File: config.mk
export PLATFORM = sky130hd
export DESIGN_NAME = core_fetch_port
export DESIGN_NICKNAME = d
export VERILOG_FILES = /design/src/rtl/core_fetch_port.sv
export SDC_FILE = /design/constraint.sdc
export NUM_CORES = 1
export LEC_CHECK = 0
export BUFFER_PORTS_ARGS = -buffer_cell sky130_fd_sc_hd__buf_2
export CAP_MARGIN = 10
export CORE_UTILIZATION = 33
export DETAILED_ROUTE_END_ITERATION = 16
export PLACE_DENSITY = 0.63
export SLEW_MARGIN = 5
export SYNTH_ARGS = -nofsm -noshare
export SYNTH_HDL_FRONTEND = slang
export SYNTH_SLANG_ARGS = --single-unit
File: constraint.sdc
create_clock -name clk -period 2.9 [get_ports clk]
set_input_delay 0.435 -clock clk [delete_from_list [all_inputs] [get_ports clk]]
set_output_delay 0.435 -clock clk [all_outputs]
set_load 0.02 [all_outputs]
File: src/rtl/core_fetch_port.sv
// core_fetch_port: responder end of the instruction-fetch handshake.
// Turns each fetch request into a single read on a pipelined memory bus
// with waitrequest/readdatavalid semantics. A one-entry last-word buffer
// answers repeated fetches of the same word without a bus cycle. A bus
// timeout completes the request with a fault word so the core never hangs.
`timescale 1ns/1ps
module core_fetch_port #(
    parameter int unsigned HIT_BUFFER     = 1,
    parameter int unsigned TIMEOUT_CYCLES = 255,
    parameter logic [31:0] FAULT_WORD     = 32'h0000_0000
) (
    input  logic        clk,
    input  logic        rst,
    input  logic        fetch,
    input  logic [29:0] addr,
    input  logic        invalidate,
    output logic        fetched,
    output logic [31:0] fetch_data,
    output logic        bus_error,
    output logic        mem_read,
    output logic [29:0] mem_address,
    input  logic        mem_waitrequest,
    input  logic        mem_readdatavalid,
    input  logic [31:0] mem_readdata
);

    localparam logic [1:0] ST_IDLE    = 2'd0;
    localparam logic [1:0] ST_ISSUE   = 2'd1;
    localparam logic [1:0] ST_WAIT    = 2'd2;
    localparam logic [1:0] ST_RESPOND = 2'd3;

    // 8-bit wait counter; the limit is the number of ISSUE/WAIT cycles allowed.
    localparam logic [7:0] TMO_LIMIT = 8'(TIMEOUT_CYCLES);

    logic [1:0]  state_q,       state_d;
    logic [29:0] req_addr_q,    req_addr_d;
    logic        mem_read_q,    mem_read_d;
    logic [29:0] mem_address_q, mem_address_d;
    logic        fetched_q,     fetched_d;
    logic [31:0] fetch_data_q,  fetch_data_d;
    logic        bus_error_q,   bus_error_d;
    logic [7:0]  tmo_cnt_q,     tmo_cnt_d;
    logic        suppress_q,    suppress_d;
    logic        buf_valid_q,   buf_valid_d;
    logic [29:0] buf_addr_q,    buf_addr_d;
    logic [31:0] buf_data_q,    buf_data_d;

    logic        buf_hit;
    logic        tmo_expire;
    logic        fill_req;

    // A hit needs the buffer enabled, valid, matching, and no invalidate racing the sample.
    assign buf_hit = (HIT_BUFFER != 0) && buf_valid_q && (addr == buf_addr_q) && !invalidate;

    // The counter value after this cycle's increment reaching the limit ends the wait.
    assign tmo_expire = ((tmo_cnt_q + 8'd1) == TMO_LIMIT);

    // Next-state logic for the handshake FSM, bus side and last-word buffer.
    always_comb begin
        state_d       = state_q;
        req_addr_d    = req_addr_q;
        mem_read_d    = mem_read_q;
        mem_address_d = mem_address_q;
        fetched_d     = 1'b0;
        fetch_data_d  = fetch_data_q;
        bus_error_d   = 1'b0;
        tmo_cnt_d     = tmo_cnt_q;
        suppress_d    = suppress_q;
        buf_valid_d   = buf_valid_q;
        buf_addr_d    = buf_addr_q;
        buf_data_d    = buf_data_q;
        fill_req      = 1'b0;

        case (state_q)
            ST_IDLE: begin
                suppress_d = 1'b0;
                tmo_cnt_d  = 8'd0;
                if (fetch) begin
                    req_addr_d = addr;
                    if (buf_hit) begin
                        state_d      = ST_RESPOND;
                        fetched_d    = 1'b1;
                        fetch_data_d = buf_data_q;
                    end else begin
                        state_d       = ST_ISSUE;
                        mem_read_d    = 1'b1;
                        mem_address_d = addr;
                    end
                end
            end

            ST_ISSUE: begin
                tmo_cnt_d = tmo_cnt_q + 8'd1;
                if (invalidate) begin
                    suppress_d = 1'b1;
                end
                if (!mem_waitrequest) begin
                    mem_read_d = 1'b0;
                    if (mem_readdatavalid) begin
                        // Zero-latency slave: data arrives with the accept.
                        state_d      = ST_RESPOND;
                        fetched_d    = 1'b1;
                        fetch_data_d = mem_readdata;
                        fill_req     = 1'b1;
                    end else if (tmo_expire) begin
                        state_d      = ST_RESPOND;
                        fetched_d    = 1'b1;
                        bus_error_d  = 1'b1;
                        fetch_data_d = FAULT_WORD;
                    end else begin
                        state_d = ST_WAIT;
                    end
                end else if (tmo_expire) begin
                    mem_read_d   = 1'b0;
                    state_d      = ST_RESPOND;
                    fetched_d    = 1'b1;
                    bus_error_d  = 1'b1;
                    fetch_data_d = FAULT_WORD;
                end
            end

            ST_WAIT: begin
                tmo_cnt_d = tmo_cnt_q + 8'd1;
                if (invalidate) begin
                    suppress_d = 1'b1;
                end
                if (mem_readdatavalid) begin
                    state_d      = ST_RESPOND;
                    fetched_d    = 1'b1;
                    fetch_data_d = mem_readdata;
                    fill_req     = 1'b1;
                end else if (tmo_expire) begin
                    state_d      = ST_RESPOND;
                    fetched_d    = 1'b1;
                    bus_error_d  = 1'b1;
                    fetch_data_d = FAULT_WORD;
                end
            end

            default: begin
                // RESPOND: fetch here belongs to the completing request, so ignore it.
                state_d = ST_IDLE;
            end
        endcase

        // An invalidate seen anywhere during the transaction blocks the fill.
        if (fill_req && (HIT_BUFFER != 0) && !suppress_q && !invalidate) begin
            buf_valid_d = 1'b1;
            buf_addr_d  = req_addr_q;
            buf_data_d  = mem_readdata;
        end

        if (invalidate) begin
            buf_valid_d = 1'b0;
        end
    end

    // State and output registers; reset also empties the buffer.
    always_ff @(posedge clk) begin
        if (rst) begin
            state_q       <= ST_IDLE;
            req_addr_q    <= '0;
            mem_read_q    <= 1'b0;
            mem_address_q <= '0;
            fetched_q     <= 1'b0;
            fetch_data_q  <= '0;
            bus_error_q   <= 1'b0;
            tmo_cnt_q     <= '0;
            suppress_q    <= 1'b0;
            buf_valid_q   <= 1'b0;
            buf_addr_q    <= '0;
            buf_data_q    <= '0;
        end else begin
            state_q       <= state_d;
            req_addr_q    <= req_addr_d;
            mem_read_q    <= mem_read_d;
            mem_address_q <= mem_address_d;
            fetched_q     <= fetched_d;
            fetch_data_q  <= fetch_data_d;
            bus_error_q   <= bus_error_d;
            tmo_cnt_q     <= tmo_cnt_d;
            suppress_q    <= suppress_d;
            buf_valid_q   <= buf_valid_d;
            buf_addr_q    <= buf_addr_d;
            buf_data_q    <= buf_data_d;
        end
    end

    assign fetched     = fetched_q;
    assign fetch_data  = fetch_data_q;
    assign bus_error   = bus_error_q;
    assign mem_read    = mem_read_q;
    assign mem_address = mem_address_q;

endmodule

# == After elaboration in Yosys (flattened, before gate mapping) ==
# Index checks and enable logic that the tools add are counted.
# totals
elab_cells,74
regBits,169
# classes
eq_ne,9
n_reduce_logical,17
n_addsub,1
bitwise,1
n_mux,34
# op_table
operator,n
2-to-1 mux 32 bit,5
one-hot mux 32 bit (3 select lines),1
== test 30 bit,1
2-to-1 mux 1 bit,16
one-hot mux 8 bit (2 select lines),1
2-to-1 mux 2 bit,5
adder 8 x 1 -> 8 bit (second input constant),1
== test 8 bit (second input constant),1
one-hot mux 1 bit (2 select lines),4
!= test 2 bit (second input constant),3
one-hot mux 2 bit (3 select lines),1
AND reduction 3 bit,2
logical AND 1 bit,4
AND reduction 2 bit,2
AND reduction 4 bit,1
nonzero test 2 bit,2
OR reduction 2 bit,2
!= test 3 bit (second input constant),1
one-hot mux 1 bit (3 select lines),1
nonzero test 3 bit,1
== test 2 x 1 -> 1 bit (second input constant),1
== test 2 bit (second input constant),1
zero test 1 bit,2
zero test 2 bit,1
2 further kinds,2

# == Logic depth before layout (Yosys ltp) ==
# Gate-level depths: netlist of the first run.
# depth
depth_word,6
ltp_mapped,9

# == Least setup slack after synthesis of the first run ==
# OpenSTA, ideal clock, no wires.
# synth_timing
path_type,reg-to-reg
from,register state_q[1]
to,register buf_addr_q[0]
arrival_time_ps,1927
stages_incl_launch_ff,10
path_buffers,2
setup_slack_ps,903
period_less_slack_ps,1997
setup_ps,70
path_cell_list,dfxtp_1 -> inv_1 -> ha_1 -> nand2_1 -> a21oi_1 -> and2_1 -> buf_2 -> clkbuf_1 -> nand2_1 -> a21oi_1
# synth_via
elab_chain_cells,4
elab_cells_between_ends,5
cone_classes,2 x eq/ne; 1 x mux; 2 x reduce/logical
# synth_rtl
item,line,text
start: declaration,35,"logic [1:0] state_q, state_d;"
start signal: assignment,174,state_q <= state_d;
== test 2 bit / == test 2 x 1 -> 1 bit (equally long branches),74,case (state_q)
one-hot mux 1 bit (2 select lines) *,74,
logical AND 1 bit * (2 in series),147,if (fill_req && (HIT_BUFFER != 0) && !suppress_q && !invalidate) begin
end signal: assignment,184,buf_addr_q <= buf_addr_d;
end: declaration,45,"logic [29:0] buf_addr_q, buf_addr_d;"
# Mark *: on every way between the ends. The rest lies on a longest branch, timed or not.
# A chain may end at the register's enable or synchronous reset.

# == Final worst setup path of the first run ==
# layout_timing
from,register buf_addr_q[7]
to,"register fetch_data_q[30], in the netlist fetch_data[30]"
# layout_via
elab_chain_cells,5
# layout_rtl
item,line,text
== test 30 bit,53,assign buf_hit = (HIT_BUFFER != 0) && buf_valid_q && (addr == buf_addr_q) && !invalidate;
logical AND 1 bit (2 in series),53,
!= test 2 bit (no source line),n/a,
AND reduction 3 bit (no source line),n/a,
end signal: assignment,179,fetch_data_q <= fetch_data_d;
end: declaration,40,"logic [31:0] fetch_data_q, fetch_data_d;"
# Every way passes these cells.

==> impl_table.tex, run 1 <==
\begin{tabular}{lr}
\hline
Metric & Value \\
\hline
\multicolumn{2}{l}{\textbf{Run status}} \\
Result of the run & finished clean \\
\multicolumn{2}{l}{\textbf{Run}} \\
Number of max-cap violations & 0 \\
\multicolumn{2}{l}{\textbf{Worst setup path}} \\
Worst path required time & 3.19 ns \\
Type of the worst setup path & reg2reg \\
Highest cell delay on the worst timing path & 0.41 ns \\
Worst Path Arrival & 2.57 ns \\
Setup slack of the worst register-to-register path & 0.63 ns \\
Critical Path Source Type & flip-flop \\
Worst-path cell with the longest stage delay & nor4\_1 \\
Crit path cell chain & xor2\_1 > nor4\_1 > nand4\_1 > nor3\_4 > o221a\_2 > buf\_12 > o32ai\_2 \\
Critical path endpoint category & flip-flop \\
Maximum fanout along the worst path & 32 \\
\multicolumn{2}{l}{\textbf{Layout}} \\
Area of combinational cells with multiple inputs & 3590 sq um \\
Layout Utilization & 40.4\% \\
Final instance count without filler cells & 1243 \\
Fillers & 2220 \\
Combined flip-flop and latch cell area & 3380 sq um \\
Final nets & 1027 \\
Area growth from synthesis to layout & 20.4\% \\
Fraction of layout instances using a drive strength above 1 & 22.9\% \\
ANT cells & 0 \\
\multicolumn{2}{l}{\textbf{Yosys}} \\
Most frequently used cell type in the post-synthesis netlist & nand2\_1 \\
Library cell occupying the most area in the post-synthesis netlist & dfxtp\_1 \\
Number of enable-type register cells in the synthesized netlist & 0 \\
Total standard cell area after synthesis & 7310 sq um \\
Count of state elements after synthesis & 169 \\
Syn Nets & 919 \\
Fraction of registers with async set/reset & 0\% \\
Largest cells by area after synthesis & dfxtp\_1 (46\%), nand2\_1 (10\%), a21oi\_1 (9.1\%) \\
Yosys top cell area share & 46.3\% \\
Sequential share of the synthesized area & 46.3\% \\
Syn Inst Count & 843 \\
Main flop type after synthesis & dfxtp\_1 \\
Synthesized area divided by synthesized cell count & 8.67 sq um \\
Warning count from the yosys run & 0 \\
Top cells by count, synth & nand2\_1 (196), dfxtp\_1 (169), a21oi\_1 (133) \\
Number of library cell types mapped by synthesis & 40 \\
\multicolumn{2}{l}{\textbf{Worst hold path}} \\
Hold Path Class & in2reg \\
\multicolumn{2}{l}{\textbf{Clocking}} \\
TritonCTS Buffers & 17 \\
Clock latency on the worst-skew pair & 0.43 ns \\
Maximum count of clock buffers along a single path & 2 \\
Clock Tree Root & clkbuf\_16 \\
TritonCTS clock tree & done \\
Post-CTS Setup Inserts & 0 \\
Clock sinks & 169 \\
Post-CTS Resized & 0 \\
Clock transition at path regs & 0.07 ns \\
Hold buffer count at CTS & 0 \\
Max H-tree Level & 4 \\
\multicolumn{2}{l}{\textbf{Die}} \\
Area of the die & 22700 sq um \\
Initial standard-cell utilization of the core & 33.6\% \\
Horizontal extent of the die & 151 microns \\
Count of boundary I/O pins & 133 \\
Overall die height & 151 microns \\
Area of the core region & 21800 sq um \\
Std cell rows & 54 \\
\multicolumn{2}{l}{\textbf{STA}} \\
Worst Tran Pin Value & 0.527 ns \\
Post-layout minimum cycle time & 2.27 ns \\
Finish-stage setup viols & 0 \\
Slew Limit Fails & 0 \\
Fmax achieved & 440 MHz \\
Unrepaired setup endpoints after global routing & no \\
Total negative slack for setup checks & 0 ns \\
Fin crit share & 78.4\% \\
Final hold viol count & 0 \\
Worst Skew & 0.0137 ns \\
Relative max-transition margin & 64.8\% \\
\multicolumn{2}{l}{\textbf{GRT}} \\
Maximum number of pins on one net before global-route repair & 62 \\
Initial antenna violation count & 0 \\
Via count of the first global-routing pass & 5393 \\
Overall overflow remaining after global route & 0 \\
Global-route wire length before repair & 27600 microns \\
GRT Total Usage & 15.6\% \\
\multicolumn{2}{l}{\textbf{Detailed routing}} \\
First-pass iteration count of the detailed router & 4 \\
Final routed wire length divided by cell count & 14.1 microns \\
Total wire length after detailed routing & 17600 microns \\
Routed via count divided by cell count & 4.77 \\
DRC violations left & 0 \\
Drt initial violations & 254 \\
Antenna violation net count after detailed routing & 0 \\
Total vias in the final route & 5924 \\
\multicolumn{2}{l}{\textbf{Placed design}} \\
Final Wtd Congestion & 0.748 \\
Inst Count DP & 1212 \\
HPWL Detailed & 11400 microns \\
Port buffer count & 132 \\
\multicolumn{2}{l}{\textbf{Power}} \\
Static leakage power & 3.45 nW \\
Maximum resistive drop on vdd & 0.000533 V \\
Ratio of total power to cell area & 752 nW/um\^{}2 \\
\hline
\end{tabular}
==> power breakdown <==
part           total, mW  switching [mW]  internal, mW
logic               1.76            1.16         0.605
registers           2.64           0.111          2.53
clock network       2.21            1.01          1.20
total               6.61            2.28          4.33
==> metrics by stage <==
stage | power, mW | setup slack (ns) | hold WS [ns] | instance area [sq um]
floorplan | 3.99 | 0.903 | 0.432 | 7310
global placement | 4.45 | 0.457 | 0.437 | 8230
detailed placement | 4.47 | 0.411 | 0.441 | 8230
CTS | 6.71 | 0.657 | 0.211 | 8800
global route | 6.97 | 0.486 | 0.218 | 8800
finish | 6.61 | 0.627 | 0.225 | 8800
==> cell families after synthesis <==
logic type,after synthesis,share of synthesized area [%]
compound gates,189,18.7
xor+xnor,32,3.83
fa+ha+maj,8,1.37
buf+inv,72,4.67
flops,169,46.3
mux,32,4.42
simple gates,341,20.7
==> critical path, delay by kind of cell, from the launching register on <==
family	cells	cell delay, ns
simple gates	3	1.01
compound gates	2	0.39
xor+xnor	1	0.16
buf+inv	1	0.24
flops	1	0.32
==> metal layers <==
metal  GRT usage [%]  share of wire, %  vias to the layer above
met4            4.55               1.0                        0
met3            3.83               4.6                       10
li1                -                 -                     3046
met2            24.6                45                      133
met5               0                 0                        -
met1            21.0                49                     2735
==> placed cells by master, fill, tap and decap left out, types with 2 or more instances in the layout <==
cell	Yosys	routed
nor3b_1	2	2
a21o_1	3	3
nor2b_1	35	35
inv_6	0	6
inv_1	12	12
o32ai_2	30	30
xnor2_1	6	6
nor4_1	5	5
mux2i_1	30	30
a21oi_1	133	132
o32ai_1	3	3
buf_2	3	131
buf_4	0	12
nand2_1	196	195
nand4_1	3	3
a22oi_1	4	4
buf_12	0	5
xor2_1	26	26
ha_1	8	8
nor2_1	54	53
nor3_1	5	5
nand3_1	4	4
mux2_2	2	2
clkbuf_16	0	17
o21ai_0	5	5
dfxtp_1	169	169
clkinv_2	0	3
nand2b_1	34	34
==> final timing paths <==
check                                    from             end  cells after the start
worst max-delay path            buf_addr_q[7]  fetch_data[30]                      7
worst min-delay path               invalidate     buf_valid_q                      2
worst max register to register  buf_addr_q[7]  fetch_data[30]                      7
worst min register to register  buf_data_q[3]   buf_data_q[3]                      2
==> flip-flops by register name, summed over array words and instances, names as in the netlist <==
| register | cells |
|---|---|
| mem_read | 1 |
| buf_addr_q | 30 |
| state_q | 2 |
| fetch_data | 32 |
| buf_valid_q | 1 |
| suppress_q | 1 |
| mem_address | 30 |
| req_addr_q | 30 |
| buf_data_q | 32 |
| tmo_cnt_q | 8 |
| fetched | 1 |
| bus_error | 1 |
==> area by class of cell <==
cell class                 instances  share of cell area [%]
clock buffer                      17                    4.84
clock inverter                    14                    1.61
inverter                          12                   0.512
multi-input combinational        602                    40.9
sequential                       169                    38.5
tap                              280                    3.98
timing repair buffer             149                    9.74
Power figures use the tool's default switching activity.
==> inputs of run 2 (changes only) <==
PLACE_DENSITY = 0.65   (was 0.63)
clock period = 2.07 ns   (was 2.9 ns; I/O delays follow)
==> impl_table.tex, run 2 (synthesized netlist as in run 1, its figures left out) <==
\begin{tabular}{lr}
\hline
Metric & Value \\
\hline
\multicolumn{2}{l}{\textbf{Detailed routing}} \\
Routed via count divided by cell count & 4.79 (was 4.77) \\
Final routed wire length divided by cell count & 14.2 microns (was 14.1 microns) \\
Total wire length after detailed routing & 18100 microns (was 17600 microns) \\
DRC violations left & 0 (unchanged) \\
Drt initial violations & 316 (was 254) \\
Total vias in the final route & 6091 (was 5924) \\
Antenna violation net count after detailed routing & 0 (unchanged) \\
First-pass iteration count of the detailed router & 7 (was 4) \\
\multicolumn{2}{l}{\textbf{Worst setup path}} \\
Type of the worst setup path & reg2reg (unchanged) \\
Crit path cell chain & xor2\_2 > nor4\_2 > nand4\_1 > buf\_4 > nor3\_4 > o221a\_4 > buf\_12 > o32ai\_2 (was xor2\_1 > nor4\_1 > nand4\_1 > nor3\_4 > o221a\_2 > buf\_12 > o32ai\_2) \\
Worst Path Arrival & 2.36 ns (was 2.57 ns) \\
Maximum fanout along the worst path & 12 (was 32) \\
Highest cell delay on the worst timing path & 0.33 ns (was 0.41 ns) \\
Setup slack of the worst register-to-register path & 0.008 ns (was 0.63 ns) \\
Worst path required time & 2.37 ns (was 3.19 ns) \\
Largest delay share family, worst path & simple AND/OR/NAND/NOR gates (unchanged) \\
Critical path endpoint category & flip-flop (unchanged) \\
Worst-path cell with the longest stage delay & dfxtp\_2 (was nor4\_1) \\
Critical Path Source Type & flip-flop (unchanged) \\
Reg2reg start & buf\_addr\_q[27] (was buf\_addr\_q[7]) \\
Number of buffer and inverter instances along the worst setup path & 2 (was 1) \\
Depth of the worst register-to-register path & 8 (was 7) \\
Path length in cells of the critical path & 8 (was 7) \\
Worst reg2reg endpoint & fetch\_data[30] (unchanged) \\
\multicolumn{2}{l}{\textbf{Placed design}} \\
Port buffer count & 132 (unchanged) \\
HPWL Detailed & 11800 microns (was 11400 microns) \\
Setup slack after placement & -0.178 ns (was 0.411 ns) \\
Final Wtd Congestion & 0.765 (was 0.748) \\
Inst Count DP & 1234 (was 1212) \\
\multicolumn{2}{l}{\textbf{Layout}} \\
Final nets & 1053 (was 1027) \\
Area growth from synthesis to layout & 25.8\% (was 20.4\%) \\
Final instance count without filler cells & 1271 (was 1243) \\
Fraction of layout instances using a drive strength above 1 & 26.2\% (was 22.9\%) \\
Commonest cells after routing, fill and taps aside & nand2\_1 (195), dfxtp\_1 (165), a21oi\_1 (132), buf\_2 (131), nor2\_1 (53) (was nand2\_1 (195), dfxtp\_1 (169), a21oi\_1 (132), buf\_2 (131), nor2\_1 (53)) \\
Most frequent standard cell in the layout excluding fill and tap cells & nand2\_1 (unchanged) \\
\multicolumn{2}{l}{\textbf{GRT}} \\
Maximum number of pins on one net before global-route repair & 63 (was 62) \\
Via count of the first global-routing pass & 5585 (was 5393) \\
GRT Total Usage & 16.2\% (was 15.6\%) \\
Global-route wire length before repair & 28600 microns (was 27600 microns) \\
Initial antenna violation count & 0 (unchanged) \\
Overall overflow remaining after global route & 0 (unchanged) \\
\multicolumn{2}{l}{\textbf{Clocking}} \\
Max H-tree Level & 4 (unchanged) \\
Clock latency on the worst-skew pair & 0.44 ns (was 0.43 ns) \\
Clock transition at path regs & 0.07 ns (about the same) \\
TritonCTS Buffers & 17 (unchanged) \\
TritonCTS clock tree & done (unchanged) \\
Clock Tree Root & clkbuf\_16 (unchanged) \\
Clock sinks & 169 (unchanged) \\
Maximum count of clock buffers along a single path & 2 (unchanged) \\
\multicolumn{2}{l}{\textbf{Power}} \\
Reg power frac & 37.6\% (was 39.9\%) \\
Maximum resistive drop on vdd & 0.000695 V (was 0.000533 V) \\
Internal power & 6.59 mW (was 4.33 mW) \\
Gate power share & 28.2\% (was 26.7\%) \\
Static leakage power & 3.64 nW (was 3.45 nW) \\
Ratio of total power to cell area & 1070 nW/um\^{}2 (was 752 nW/um\^{}2) \\
Clk network pwr share & 34.3\% (was 33.5\%) \\
Switching Share & 33.2\% (was 34.5\%) \\
Sw Pwr & 3.27 mW (was 2.28 mW) \\
\multicolumn{2}{l}{\textbf{STA}} \\
Fin crit share & 99.6\% (was 78.4\%) \\
Worst Tran Pin Value & 0.505 ns (was 0.527 ns) \\
Post-layout minimum cycle time & 2.06 ns (was 2.27 ns) \\
Final hold viol count & 0 (unchanged) \\
Fmax achieved & 485 MHz (was 440 MHz) \\
Worst Skew & 0.0150 ns (was 0.0137 ns) \\
Unrepaired setup endpoints after global routing & yes (was no) \\
Finish-stage setup viols & 0 (unchanged) \\
Relative max-transition margin & 66.3\% (was 64.8\%) \\
Slew Limit Fails & 0 (unchanged) \\
Total negative slack for setup checks & 0 ns (unchanged) \\
Crit path setup slack, layout & 0.00848 ns (was 0.627 ns) \\
\multicolumn{2}{l}{\textbf{Worst hold path}} \\
Hold path depth & 2 (unchanged) \\
Hold Path Class & in2reg (unchanged) \\
Endpoint with the worst hold slack & buf\_valid\_q (unchanged) \\
Start point of the worst hold path & invalidate (unchanged) \\
\multicolumn{2}{l}{\textbf{Die}} \\
Std cell rows & 54 (unchanged) \\
Initial standard-cell utilization of the core & 33.6\% (unchanged) \\
Area of the die & 22700 sq um (unchanged) \\
Overall die height & 151 microns (unchanged) \\
Area of the core region & 21800 sq um (unchanged) \\
Count of boundary I/O pins & 133 (unchanged) \\
Horizontal extent of the die & 151 microns (unchanged) \\
\multicolumn{2}{l}{\textbf{Run}} \\
Number of max-cap violations & 0 (unchanged) \\
\multicolumn{2}{l}{\textbf{Run status}} \\
Result of the run & finished clean (unchanged) \\
\hline
\end{tabular}
-- run 2: cell count changes in the layout (fill, tap and decap cells not counted), moves of 3 or more --
cell and delta:
buf_4 +20, nor4_1 -3, clkinv_2 -3, dfxtp_2 +4, nor4_2 +3, dfxtp_1 -4
-- run 2: cell type report --
| class | instances | area (sq um) |
|---|---|---|
| flip-flops and latches | 169 | 3390 |
| clock buffers | 19 | 443 |
| multi-input cells | 602 | 3660 |
| inverters | 12 | 45.0 |
| diodes | 1 | 2.50 |
| fillers | 2151 | 12600 |
| well taps | 280 | 350 |
| clock inverters | 13 | 178 |
| repair buffers | 175 | 1120 |
-- run 2: worst max path at each step --
| stage | from | endpoint | slack (ns) |
|---|---|---|---|
| CTS | buf_addr_q[7] | fetch_data[19] | 0.004 |
| global placement | addr[27] | fetch_data[0] | -0.19 |
| detailed placement | addr[7] | fetch_data[13] | -0.18 |
| finish | buf_addr_q[27] | fetch_data[30] | 0.008 |
| global route | buf_addr_q[27] | fetch_data[19] | -0.08 |
| floorplan | state_q[1] | buf_addr_q[0] | 0.07 |
-- run 2: per-layer routing --
| metal | share of wire [%] | up-vias | global-route usage [%] | wire, microns |
|---|---|---|---|---|
| li1 | - | 3097 | - | - |
| met1 | 48 | 2836 | 21.6 | 8610 |
| met2 | 46 | 140 | 25.9 | 8360 |
| met3 | 4.9 | 18 | 3.70 | 882 |
| met4 | 1.1 | 0 | 4.45 | 202 |
| met5 | 0 | - | 0 | 0 |
-- run 2: worst register-to-register path: stages (launching register included) --
cell	delay, ns
dfxtp_2	0.33
xor2_2	0.16
nor4_2	0.28
nand4_1	0.12
buf_4	0.18
nor3_4	0.29
o221a_4	0.32
buf_12	0.17
o32ai_2	0.08
-- run 2: through the flow --
stage                     power [mW]  instance area, sq um  utilization [%]  hold slack, ns
after floorplan                 5.58                  7310                -           0.390
after global placement          6.37                  8420             38.7           0.437
after detailed placement        6.40                  8420             38.7           0.441
after CTS                       9.78                  9040             41.6          0.0967
after global routing            10.3                  9190             42.2           0.121
final                           9.87                  9190             42.3           0.111
-- run 2: repair_timing --
| action | CTS | global route |
|---|---|---|
| hold buffers | 0 | 0 |
| gates cloned | 0 | 3 |
| hold endpoints to repair | 0 | 0 |
| setup endpoints to repair | 21 | 97 |
| gates resized for setup | 0 | 17 |
| buffers inserted | 0 | 1 |
| pin swaps | 2 | 3 |
-- run 2: power groups by stage --
stage | clock network [mW] | logic [mW] | registers, mW
6_report | 3.38 | 2.78 | 3.71
3_5_place_dp | 0 | 2.63 | 3.77
5_1_grt | 3.58 | 3.02 | 3.74
2_1_floorplan | 0 | 1.68 | 3.91
4_1_cts | 3.45 | 2.63 | 3.70
3_3_place_gp | 0 | 2.60 | 3.76
